==> config.mk <==
export PLATFORM = sky130hd
export DESIGN_NAME = reg_fifo_master_flat
export DESIGN_NICKNAME = d
export VERILOG_FILES = /design/src/rtl/reg_fifo_master_pkg.sv /design/src/rtl/reg_fifo_master_if.sv /design/src/rtl/reg_fifo_master_timer.sv /design/src/rtl/reg_fifo_master.sv /design/src/flat_wrapper.sv
export SDC_FILE = /design/constraint.sdc
export NUM_CORES = 1
export LEC_CHECK = 0
export BUFFER_PORTS_ARGS = -buffer_cell sky130_fd_sc_hd__buf_2
export CORE_MARGIN = 2
export CORE_UTILIZATION = 30
export DETAILED_ROUTE_END_ITERATION = 10
export GPL_ROUTABILITY_DRIVEN = 0
export MAX_ROUTING_LAYER = met4
export PLACE_DENSITY = 0.6
export SLEW_MARGIN = 25
export SYNTH_ARGS = -nofsm -noshare
export SYNTH_HDL_FRONTEND = slang
export SYNTH_HIERARCHICAL = 1
export SYNTH_SLANG_ARGS = --single-unit
==> constraint.sdc <==
create_clock -name clk -period 1.8 [get_ports clk]
set_input_delay 0.18 -clock clk [delete_from_list [all_inputs] [get_ports clk]]
set_output_delay 0.18 -clock clk [all_outputs]
set_load 0.01 [all_outputs]
==> src/rtl/reg_fifo_master_pkg.sv <==
// ---------------------------------------------------------------------------
// reg_fifo_master_pkg
// Shared definitions for the register FIFO master:
//   - FSM state encoding
//   - statistics counter width
//   - default read data returned when an access times out
//   - default address/data widths, taken from the CPCI_NF2 width defines
//     (fallback values are supplied when those defines are not present)
// ---------------------------------------------------------------------------
`ifndef CPCI_NF2_ADDR_WIDTH
`define CPCI_NF2_ADDR_WIDTH 27
`endif
`ifndef CPCI_NF2_DATA_WIDTH
`define CPCI_NF2_DATA_WIDTH 32
`endif

package reg_fifo_master_pkg;

    typedef enum logic [1:0] {
        IDLE     = 2'd0,
        LATCH    = 2'd1,
        WAIT_ACK = 2'd2,
        DONE     = 2'd3
    } state_t;

    localparam int CNT_WIDTH          = 16;
    localparam int DEFAULT_ADDR_WIDTH = `CPCI_NF2_ADDR_WIDTH;
    localparam int DEFAULT_DATA_WIDTH = `CPCI_NF2_DATA_WIDTH;

    localparam logic [31:0] DEFAULT_ERROR_DATA = 32'hDEAD_DEAD;

endpackage

==> src/rtl/reg_fifo_master_if.sv <==
// ---------------------------------------------------------------------------
// reg_fifo_master_if
// Bundles the register write/read FIFO signals and the core register bus.
//   modport master : the reg_fifo_master block (pops FIFO, drives core bus)
//   modport slave  : the environment (FIFOs and core register decoder)
// Signals:
//   reg_fifo_empty / reg_fifo_rd_en          write FIFO status / pop
//   reg_rd_wr_L, reg_addr, reg_wr_data       popped entry (1 = read)
//   reg_rd_data / reg_rd_vld                 read FIFO data / write strobe
//   core_reg_req, core_reg_rd_wr_L,
//   core_reg_addr, core_reg_wr_data          core bus request
//   core_reg_rd_data / core_reg_ack          core bus response
// ---------------------------------------------------------------------------
interface reg_fifo_master_if #(
    parameter int ADDR_WIDTH = reg_fifo_master_pkg::DEFAULT_ADDR_WIDTH,
    parameter int DATA_WIDTH = reg_fifo_master_pkg::DEFAULT_DATA_WIDTH
);

    logic                  reg_fifo_empty;
    logic                  reg_fifo_rd_en;
    logic                  reg_rd_wr_L;
    logic [ADDR_WIDTH-1:0] reg_addr;
    logic [DATA_WIDTH-1:0] reg_wr_data;
    logic [DATA_WIDTH-1:0] reg_rd_data;
    logic                  reg_rd_vld;

    logic                  core_reg_req;
    logic                  core_reg_rd_wr_L;
    logic [ADDR_WIDTH-1:0] core_reg_addr;
    logic [DATA_WIDTH-1:0] core_reg_wr_data;
    logic [DATA_WIDTH-1:0] core_reg_rd_data;
    logic                  core_reg_ack;

    modport master (
        input  reg_fifo_empty, reg_rd_wr_L, reg_addr, reg_wr_data,
               core_reg_rd_data, core_reg_ack,
        output reg_fifo_rd_en, reg_rd_data, reg_rd_vld,
               core_reg_req, core_reg_rd_wr_L, core_reg_addr, core_reg_wr_data
    );

    modport slave (
        output reg_fifo_empty, reg_rd_wr_L, reg_addr, reg_wr_data,
               core_reg_rd_data, core_reg_ack,
        input  reg_fifo_rd_en, reg_rd_data, reg_rd_vld,
               core_reg_req, core_reg_rd_wr_L, core_reg_addr, core_reg_wr_data
    );

endinterface

==> src/rtl/reg_fifo_master_timer.sv <==
// ---------------------------------------------------------------------------
// reg_fifo_master_timer
// Wait counter for the WAIT_ACK state. Built only when
// REG_FIFO_MASTER_TIMEOUT_EN is defined.
// Ports:
//   clk, reset  clock / asynchronous active-low reset
//   clear       restart the count (asserted in the cycle before WAIT_ACK)
//   run         count this cycle (asserted while in WAIT_ACK)
//   timed_out   high in the TIMEOUT_CYCLES-th consecutive WAIT_ACK cycle
// ---------------------------------------------------------------------------
`ifdef REG_FIFO_MASTER_TIMEOUT_EN
module reg_fifo_master_timer #(
    parameter int TIMEOUT_CYCLES = 1023
) (
    input  logic clk,
    input  logic reset,
    input  logic clear,
    input  logic run,
    output logic timed_out
);

    localparam int TIMER_WIDTH = 10;
    // Count starts at 0 in the first wait cycle, so the last allowed wait
    // cycle sees TIMEOUT_CYCLES-1.
    localparam logic [TIMER_WIDTH-1:0] LIMIT = TIMER_WIDTH'(TIMEOUT_CYCLES - 1);

    logic [TIMER_WIDTH-1:0] cnt;

    always_ff @(posedge clk or negedge reset) begin
        if (!reset) begin
            cnt <= '0;
        end else if (clear) begin
            cnt <= '0;
        end else if (run && cnt != LIMIT) begin
            cnt <= cnt + 1'b1;
        end
    end

    assign timed_out = run && (cnt == LIMIT);

endmodule
`endif

==> src/rtl/reg_fifo_master.sv <==
// ---------------------------------------------------------------------------
// reg_fifo_master
// Consumer end of the CPU register FIFO. Pops one queued access at a time,
// runs it as a single req/ack transaction on the core register bus and, for
// reads, writes the returned data into the register read FIFO.
// Ports:
//   clk          clock, rising edge
//   reset        asynchronous active-low reset
//   bus          reg_fifo_master_if.master (FIFO + core bus signals)
//   busy         high whenever the FSM is not IDLE
//   access_cnt   completed accesses (wraps)
//   timeout_cnt  timed-out accesses (saturates); 0 when timeouts are off
// Build option:
//   REG_FIFO_MASTER_TIMEOUT_EN  abandon an access after TIMEOUT_CYCLES wait
//                               cycles without ack; reads return ERROR_DATA.
// ---------------------------------------------------------------------------
module reg_fifo_master
    import reg_fifo_master_pkg::*;
#(
    parameter int                    ADDR_WIDTH     = DEFAULT_ADDR_WIDTH,
    parameter int                    DATA_WIDTH     = DEFAULT_DATA_WIDTH,
    parameter int                    TIMEOUT_CYCLES = 1023,
    parameter logic [DATA_WIDTH-1:0] ERROR_DATA     = DATA_WIDTH'(DEFAULT_ERROR_DATA)
) (
    input  logic                 clk,
    input  logic                 reset,
    reg_fifo_master_if.master    bus,
    output logic                 busy,
    output logic [CNT_WIDTH-1:0] access_cnt,
    output logic [CNT_WIDTH-1:0] timeout_cnt
);

    state_t state;
    state_t state_next;
    logic   timed_out;
    logic   latch_en;
    logic   complete;

    // -----------------------------------------------------------------------
    // FSM: state register
    // -----------------------------------------------------------------------
    always_ff @(posedge clk or negedge reset) begin
        if (!reset) begin
            state <= IDLE;
        end else begin
            // NOTE: all sequential state uses non-blocking assignment so every
            // flop samples pre-edge values regardless of process order.
            state <= state_next;
        end
    end

    // -----------------------------------------------------------------------
    // FSM: next state
    // -----------------------------------------------------------------------
    always_comb begin
        state_next = state;
        case (state)
            IDLE:     if (!bus.reg_fifo_empty) state_next = LATCH;
            LATCH:    state_next = WAIT_ACK;
            WAIT_ACK: if (bus.core_reg_ack || timed_out) state_next = DONE;
            DONE:     state_next = IDLE;
            default:  state_next = IDLE;
        endcase
    end

    // -----------------------------------------------------------------------
    // FSM: outputs and datapath strobes
    // -----------------------------------------------------------------------
    always_comb begin
        // NOTE: every output gets a default before the case so no path
        // leaves one unassigned, which would infer a latch.
        bus.reg_fifo_rd_en = 1'b0;
        busy               = 1'b1;
        latch_en           = 1'b0;
        complete           = 1'b0;
        case (state)
            IDLE: begin
                busy = 1'b0;
                // NOTE: gated with reset so the pop request is low while
                // reset is held, even though state already reads IDLE.
                bus.reg_fifo_rd_en = reset && !bus.reg_fifo_empty;
            end
            LATCH:    latch_en = 1'b1;
            // An ack coinciding with the timeout still completes normally.
            WAIT_ACK: complete = bus.core_reg_ack || timed_out;
            default:  ;
        endcase
    end

    // -----------------------------------------------------------------------
    // Core bus request, read-FIFO write and access counter
    // -----------------------------------------------------------------------
    always_ff @(posedge clk or negedge reset) begin
        if (!reset) begin
            bus.core_reg_req     <= 1'b0;
            bus.core_reg_rd_wr_L <= 1'b0;
            bus.core_reg_addr    <= '0;
            bus.core_reg_wr_data <= '0;
            bus.reg_rd_data      <= '0;
            bus.reg_rd_vld       <= 1'b0;
            access_cnt           <= '0;
        end else begin
            // One-cycle strobe into the read FIFO.
            bus.reg_rd_vld <= 1'b0;

            // FIFO entry fields are valid in LATCH (registered FIFO outputs).
            if (latch_en) begin
                bus.core_reg_req     <= 1'b1;
                bus.core_reg_rd_wr_L <= bus.reg_rd_wr_L;
                bus.core_reg_addr    <= bus.reg_addr;
                bus.core_reg_wr_data <= bus.reg_wr_data;
            end

            if (complete) begin
                bus.core_reg_req <= 1'b0;
                access_cnt       <= access_cnt + 1'b1;
                if (bus.core_reg_rd_wr_L) begin
                    bus.reg_rd_vld  <= 1'b1;
                    bus.reg_rd_data <= bus.core_reg_ack ? bus.core_reg_rd_data
                                                        : ERROR_DATA;
                end
            end
        end
    end

    // -----------------------------------------------------------------------
    // Optional ack timeout
    // -----------------------------------------------------------------------
`ifdef REG_FIFO_MASTER_TIMEOUT_EN
    reg_fifo_master_timer #(
        .TIMEOUT_CYCLES (TIMEOUT_CYCLES)
    ) u_timer (
        .clk       (clk),
        .reset     (reset),
        .clear     (state == LATCH),
        .run       (state == WAIT_ACK),
        .timed_out (timed_out)
    );

    always_ff @(posedge clk or negedge reset) begin
        if (!reset) begin
            timeout_cnt <= '0;
        end else if (timed_out && !bus.core_reg_ack && timeout_cnt != '1) begin
            timeout_cnt <= timeout_cnt + 1'b1;
        end
    end
`else
    // Without the timer WAIT_ACK waits for the ack indefinitely.
    logic [31:0] unused_timeout_cycles;

    assign timed_out             = 1'b0;
    assign timeout_cnt           = '0;
    assign unused_timeout_cycles = TIMEOUT_CYCLES;
`endif

endmodule

==> src/flat_wrapper.sv <==
// flat-port wrapper written by rule: the top's interface ports become plain ports
module reg_fifo_master_flat import reg_fifo_master_pkg::*;
#(
    parameter int                    ADDR_WIDTH     = DEFAULT_ADDR_WIDTH,
    parameter int                    DATA_WIDTH     = DEFAULT_DATA_WIDTH,
    parameter int                    TIMEOUT_CYCLES = 1023,
    parameter logic [DATA_WIDTH-1:0] ERROR_DATA     = DATA_WIDTH'(DEFAULT_ERROR_DATA)
)
  (clk, reset, busy, access_cnt, timeout_cnt, bus_reg_fifo_empty, bus_reg_rd_wr_L, bus_reg_addr, bus_reg_wr_data, bus_core_reg_rd_data, bus_core_reg_ack, bus_reg_fifo_rd_en, bus_reg_rd_data, bus_reg_rd_vld, bus_core_reg_req, bus_core_reg_rd_wr_L, bus_core_reg_addr, bus_core_reg_wr_data);
  reg_fifo_master_if #(.ADDR_WIDTH(ADDR_WIDTH), .DATA_WIDTH(DATA_WIDTH)) bus_i ();
  input  logic clk;
  input  logic reset;
  output logic busy;
  output logic [CNT_WIDTH-1:0] access_cnt;
  output logic [CNT_WIDTH-1:0] timeout_cnt;
  input wire logic [$bits(bus_i.reg_fifo_empty)-1:0] bus_reg_fifo_empty;
  input wire logic [$bits(bus_i.reg_rd_wr_L)-1:0] bus_reg_rd_wr_L;
  input wire logic [$bits(bus_i.reg_addr)-1:0] bus_reg_addr;
  input wire logic [$bits(bus_i.reg_wr_data)-1:0] bus_reg_wr_data;
  input wire logic [$bits(bus_i.core_reg_rd_data)-1:0] bus_core_reg_rd_data;
  input wire logic [$bits(bus_i.core_reg_ack)-1:0] bus_core_reg_ack;
  output wire logic [$bits(bus_i.reg_fifo_rd_en)-1:0] bus_reg_fifo_rd_en;
  output wire logic [$bits(bus_i.reg_rd_data)-1:0] bus_reg_rd_data;
  output wire logic [$bits(bus_i.reg_rd_vld)-1:0] bus_reg_rd_vld;
  output wire logic [$bits(bus_i.core_reg_req)-1:0] bus_core_reg_req;
  output wire logic [$bits(bus_i.core_reg_rd_wr_L)-1:0] bus_core_reg_rd_wr_L;
  output wire logic [$bits(bus_i.core_reg_addr)-1:0] bus_core_reg_addr;
  output wire logic [$bits(bus_i.core_reg_wr_data)-1:0] bus_core_reg_wr_data;
  assign bus_i.reg_fifo_empty = bus_reg_fifo_empty;
  assign bus_i.reg_rd_wr_L = bus_reg_rd_wr_L;
  assign bus_i.reg_addr = bus_reg_addr;
  assign bus_i.reg_wr_data = bus_reg_wr_data;
  assign bus_i.core_reg_rd_data = bus_core_reg_rd_data;
  assign bus_i.core_reg_ack = bus_core_reg_ack;
  assign bus_reg_fifo_rd_en = bus_i.reg_fifo_rd_en;
  assign bus_reg_rd_data = bus_i.reg_rd_data;
  assign bus_reg_rd_vld = bus_i.reg_rd_vld;
  assign bus_core_reg_req = bus_i.core_reg_req;
  assign bus_core_reg_rd_wr_L = bus_i.core_reg_rd_wr_L;
  assign bus_core_reg_addr = bus_i.core_reg_addr;
  assign bus_core_reg_wr_data = bus_i.core_reg_wr_data;
  reg_fifo_master #(.ADDR_WIDTH(ADDR_WIDTH), .DATA_WIDTH(DATA_WIDTH), .TIMEOUT_CYCLES(TIMEOUT_CYCLES), .ERROR_DATA(ERROR_DATA)) u_core (.clk(clk), .reset(reset), .bus(bus_i), .busy(busy), .access_cnt(access_cnt), .timeout_cnt(timeout_cnt));
endmodule
Word level (Yosys, flattened, before mapping)
Cells that the tools add are included.
Widths: inputs -> output; s select.
{ "totals": {"input_bits": 96, "output_inout_bits": 128, "word_cells": 32, "register_bits": 112} }
{ "classes": {"reduce_logical": 6, "n_eq_ne": 5, "addsub": 1, "n_mux": 12} }
{ "ops": {"columns": ["cell", "count"], "rows": [
  ["$mux 32", 1],
  ["$add 16x1->16 const B", 1],
  ["$mux 1", 8],
  ["$pmux 2 s4", 1],
  ["$eq 2x2->1 const B", 2],
  ["$mux 2", 2],
  ["$ne 2x2->1 const B", 2],
  ["$reduce_and 2->1", 2],
  ["$eq 2x1->1 const B", 1],
  ["$logic_not 2->1", 1],
  ["$reduce_bool 2->1", 1],
  ["$logic_and 1x1->1", 1],
  ["$logic_not 1->1", 1]
]} }

Longest topological paths before layout
{ "logic_depth": {"word_depth": 4, "depth_mapped": 6, "ltp_nobuf": 6} }

Least setup slack after synthesis
OpenSTA, ideal clock, no wires.
{ "synth_timing": {"kind": "flip-flop to flip-flop", "start": "register u_core.state[0]", "end": "register u_core.access_cnt[13]", "stages_incl_launch_ff": 7, "t_arrival_ns": 1.390, "setup_time_ns": 0.125, "path_buffers": 0, "path_slack_ns": 0.285, "cell_sequence": "dfrtp_1 inv_1 ha_1 nand2_4 nor4_4 nand3_1 xnor2_1"} }
{ "synth_via": {"elab_chain_len": 2} }
{ "synth_lines": {"columns": ["item", "line", "text"], "rows": [
  ["start, declared", "reg_fifo_master.sv:33", "state_t state;"],
  ["start signal, assigned", "reg_fifo_master.sv:48", "state <= state_next;"],
  ["$eq 2x2->1", "reg_fifo_master.sv:76", "case (state)"],
  ["$mux 1", "reg_fifo_master.sv:76", null],
  ["end signal, assigned", "reg_fifo_master.sv:116", "access_cnt <= access_cnt + 1'b1;"],
  ["end, declared", "reg_fifo_master.sv:29", "output logic [CNT_WIDTH-1:0] access_cnt,"]
]} }
No other way between the ends.
A chain may end at the register's enable or synchronous reset.

Worst setup path after layout
{ "layout_timing": {"start": "register u_core.state[0]", "end": "register u_core.access_cnt[15]"} }
Same word-level chain as after synthesis.

==> flow_summary.toml <==
[logic_synthesis]
ys_seq_area_share_pct = 62.8
syn_area_per_cell_um2 = 15.6
yosys-top-cells-area = "dfrtp_1, mux2_2, buf_4, xnor2_1, ha_1"
ys_dominant_reg_cell = "dfrtp_1"
syn_area_um2 = 4470
synthCells = 287
async_flop_share_pct = 100
synth_top_cell_by_area = "dfrtp_1"
yosys.area.top_type_share_pct = 62.8
synth-edff-count = 0
ys_ff_latch = 112
netlist_top_cells_count = "dfrtp_1, mux2_2, buf_4, xnor2_1"
synth_warnings = 6
synth_cell_types = 29
synth_most_common_cell = "dfrtp_1"

[die]
dieHeight_um = 126
ios = 224
die-width_um = 126
core_area_um2 = 14500
start_util_pct = 30.7
rows = 44
die_area_um2 = 15900

[placement]
io_buffer_count = 207
dp_slack_ns = 0.128
dp_hpwl_um = 7160

[finish]
drive_gt1_share_pct = 64.7
antennaDiodeCount = 0
area_growth_pct = 34.3
fin_nets = 599

[min_path]
hold_path_depth = 2
hold_path_end = "u_core/bus.core_reg_addr[6]$_DFFE_PN0N_"
hold_path_startpoint = "bus_reg_addr[6]"
hold_path.class = "primary input to flip-flop"

[global_routing]
grt_pass1_vias = 3128
grt_max_degree = 113
grt_overflow = 0
gr-usage-all-layers_pct = 12.7
antenna_found_initial = 1
grt_pass1_wl_um = 15700

[critical_path]
cp_top_family = "simple AND/OR/NAND/NOR gates"
startpoint_type = "flip-flop"
cpPeakStageDelay_ns = 0.40
reg2regPathDepth = 6
worst-path-buf-inv = 1
r2r_start = "u_core/state[0]$_DFFE_PN0P_"
path_class = "flip-flop to flip-flop"
cp_slowest_cell = "dfrtp_1"
path_cells = "inv_1 -> ha_1 -> nand2_4 -> nor4_4 -> nand3_1 -> xnor2_1"
timing.rr.end = "u_core/access_cnt[15]$_DFFE_PN0P_"
reg2reg_slack_ns = 0.14
cp_max_fo = 6
critPathArrivalTime_ns = 1.89
critPathCaptureType = "flip-flop"
cp.required_ns = 2.03

[routing]
vias_per_cell = 4.30
drt-pass1-iter-count = 4
wire_per_inst_um = 13.8
drc = 0
vias = 2957
drt-total-wl_um = 9530
drtAntennaViolNets = 0
drt_first_iter_violations = 79

[power]
peakVddDrop_v = 0.000856
leakagePower_uw = 0.00302
swShare_pct = 32.0
combPwrFrac_pct = 39.2
p_int_uw = 7080
seqPwrFrac_pct = 40.8
power_density_nw_per_um2 = 1740
p_switching_uw = 3330
clockPowerShare_pct = 20.0

[cts]
clock_sinks = 112
clk_root_buffer_cell = "clkbuf_16"
clk_pin_slew_ns = 0.07
hold_buffers = 1
cts_buffers = 9
cts_tree = "yes"
cts.path.max_buffers = 2
ctsHtreeMaxLevel = 3
ctsResizeCount = 0
clock_latency_ns = 0.34
cts_setup_buffers = 0

[timing]
max_freq_ghz = 0.602
worstMarginPinSlew_ns = 0.612
period_needed_ns = 1.66
fin_crit_sh_pct = 92.3
final_hold_viol_count = 0
finalSetupViolCount = 0
fin_tns_setup_ns = 0
report.final.slew_viol_count = 0
rsz0062_at_grt = "false"
setup_ws_ns = 0.138
finClkSkew_ns = 0.00532
max_slew_margin_pct = 59.2

[job]
drv_cap = 0

[run_status]
status = "finished, final reports clean"
power by group through the flow:
| stage | logic, uW | registers [uW] | clock network, uW |
|---|---|---|---|
| finish | 4080 | 4250 | 2080 |
| CTS | 4170 | 4270 | 2180 |
| detailed placement | 4170 | 4320 | 0 |
| global placement | 4080 | 4270 | 0 |
| global route | 4440 | 4420 | 2290 |
| floorplan | 1920 | 4840 | 0 |
layout by cell type (no fill, tap or decap), drive strengths merged:
cell type,instances
and4,1
o21ai,1
nand4,3
clkinv,2
ha,4
nor2,2
xnor2,12
bufinv,2
clkbuf,11
dfrtp,112
nor3b,1
dlygate4sd3,1
nand2,7
xor2,3
o21a,1
mux2,93
o22a,1
nand3,7
inv,6
a22oi,1
clkinvlp,1
buf,211
and3,2
nor4,2
and2,1
conb,16
flip-flops by register name (all words and copies together) (netlist names):
register,count
u_core/bus.core_reg_addr,27
u_core/bus.core_reg_rd_wr_L,1
u_core/bus.reg_rd_data,32
u_core/bus.core_reg_wr_data,32
u_core/state,2
u_core/access_cnt,16
u_core/bus.reg_rd_vld,1
u_core/bus.core_reg_req,1
per-layer routing:
layer  routed length, um  vias up  track usage [%]
met5                   0        -                -
met4                 138        0             4.07
met3                 726       10             3.82
met2                4840      126             20.7
met1                3820     1442             15.2
li1                    -     1379                -
cell type report:
class                   count  area, um2
clock buffers              11        233
clock inverters             5       81.3
fillers                  1397       8540
inverters                   6       22.5
multi-input cells         158       1510
flip-flops and latches    112       2800
well taps                 184        230
repair buffers            212       1120
how the worst max path moves through the flow:
stage,slack [ns],start,cells past startpoint,end
3_3_place_gp,0.21,u_core/state[0]$_DFFE_PN0P_,6,u_core/access_cnt[15]$_DFFE_PN0P_
4_1_cts,0.12,u_core/state[0]$_DFFE_PN0P_,6,u_core/access_cnt[15]$_DFFE_PN0P_
6_report,0.14,u_core/state[0]$_DFFE_PN0P_,6,u_core/access_cnt[15]$_DFFE_PN0P_
5_1_grt,0.01,u_core/state[0]$_DFFE_PN0P_,6,u_core/access_cnt[15]$_DFFE_PN0P_
2_1_floorplan,0.29,u_core/state[0]$_DFFE_PN0P_,6,u_core/access_cnt[13]$_DFFE_PN0P_
3_5_place_dp,0.13,u_core/state[0]$_DFFE_PN0P_,6,u_core/access_cnt[15]$_DFFE_PN0P_
per-stage QoR:
step                hold slack (ns)  utilization, %  total power, uW  instances  cell area, um2
floorplan                    -0.116               -             6760        302            4520
global placement              0.360            39.0             8340        671            5670
detailed placement            0.373            39.0             8480        671            5670
CTS                          0.0451            41.3            10600        688            6000
global route                 0.0380            41.3            11100        688            6000
finish                       0.0662            41.3            10400        688            6000
kinds of logic after synthesis:
group           synth area share (%)
flops                           62.8
xor+xnor                        2.94
simple gates                    4.29
fa+ha+maj                       1.12
mux                             23.5
buf+inv                         4.71
other cells                   0.0840
compound gates                 0.644
Note: power is estimated with default switching activity, not from simulation.
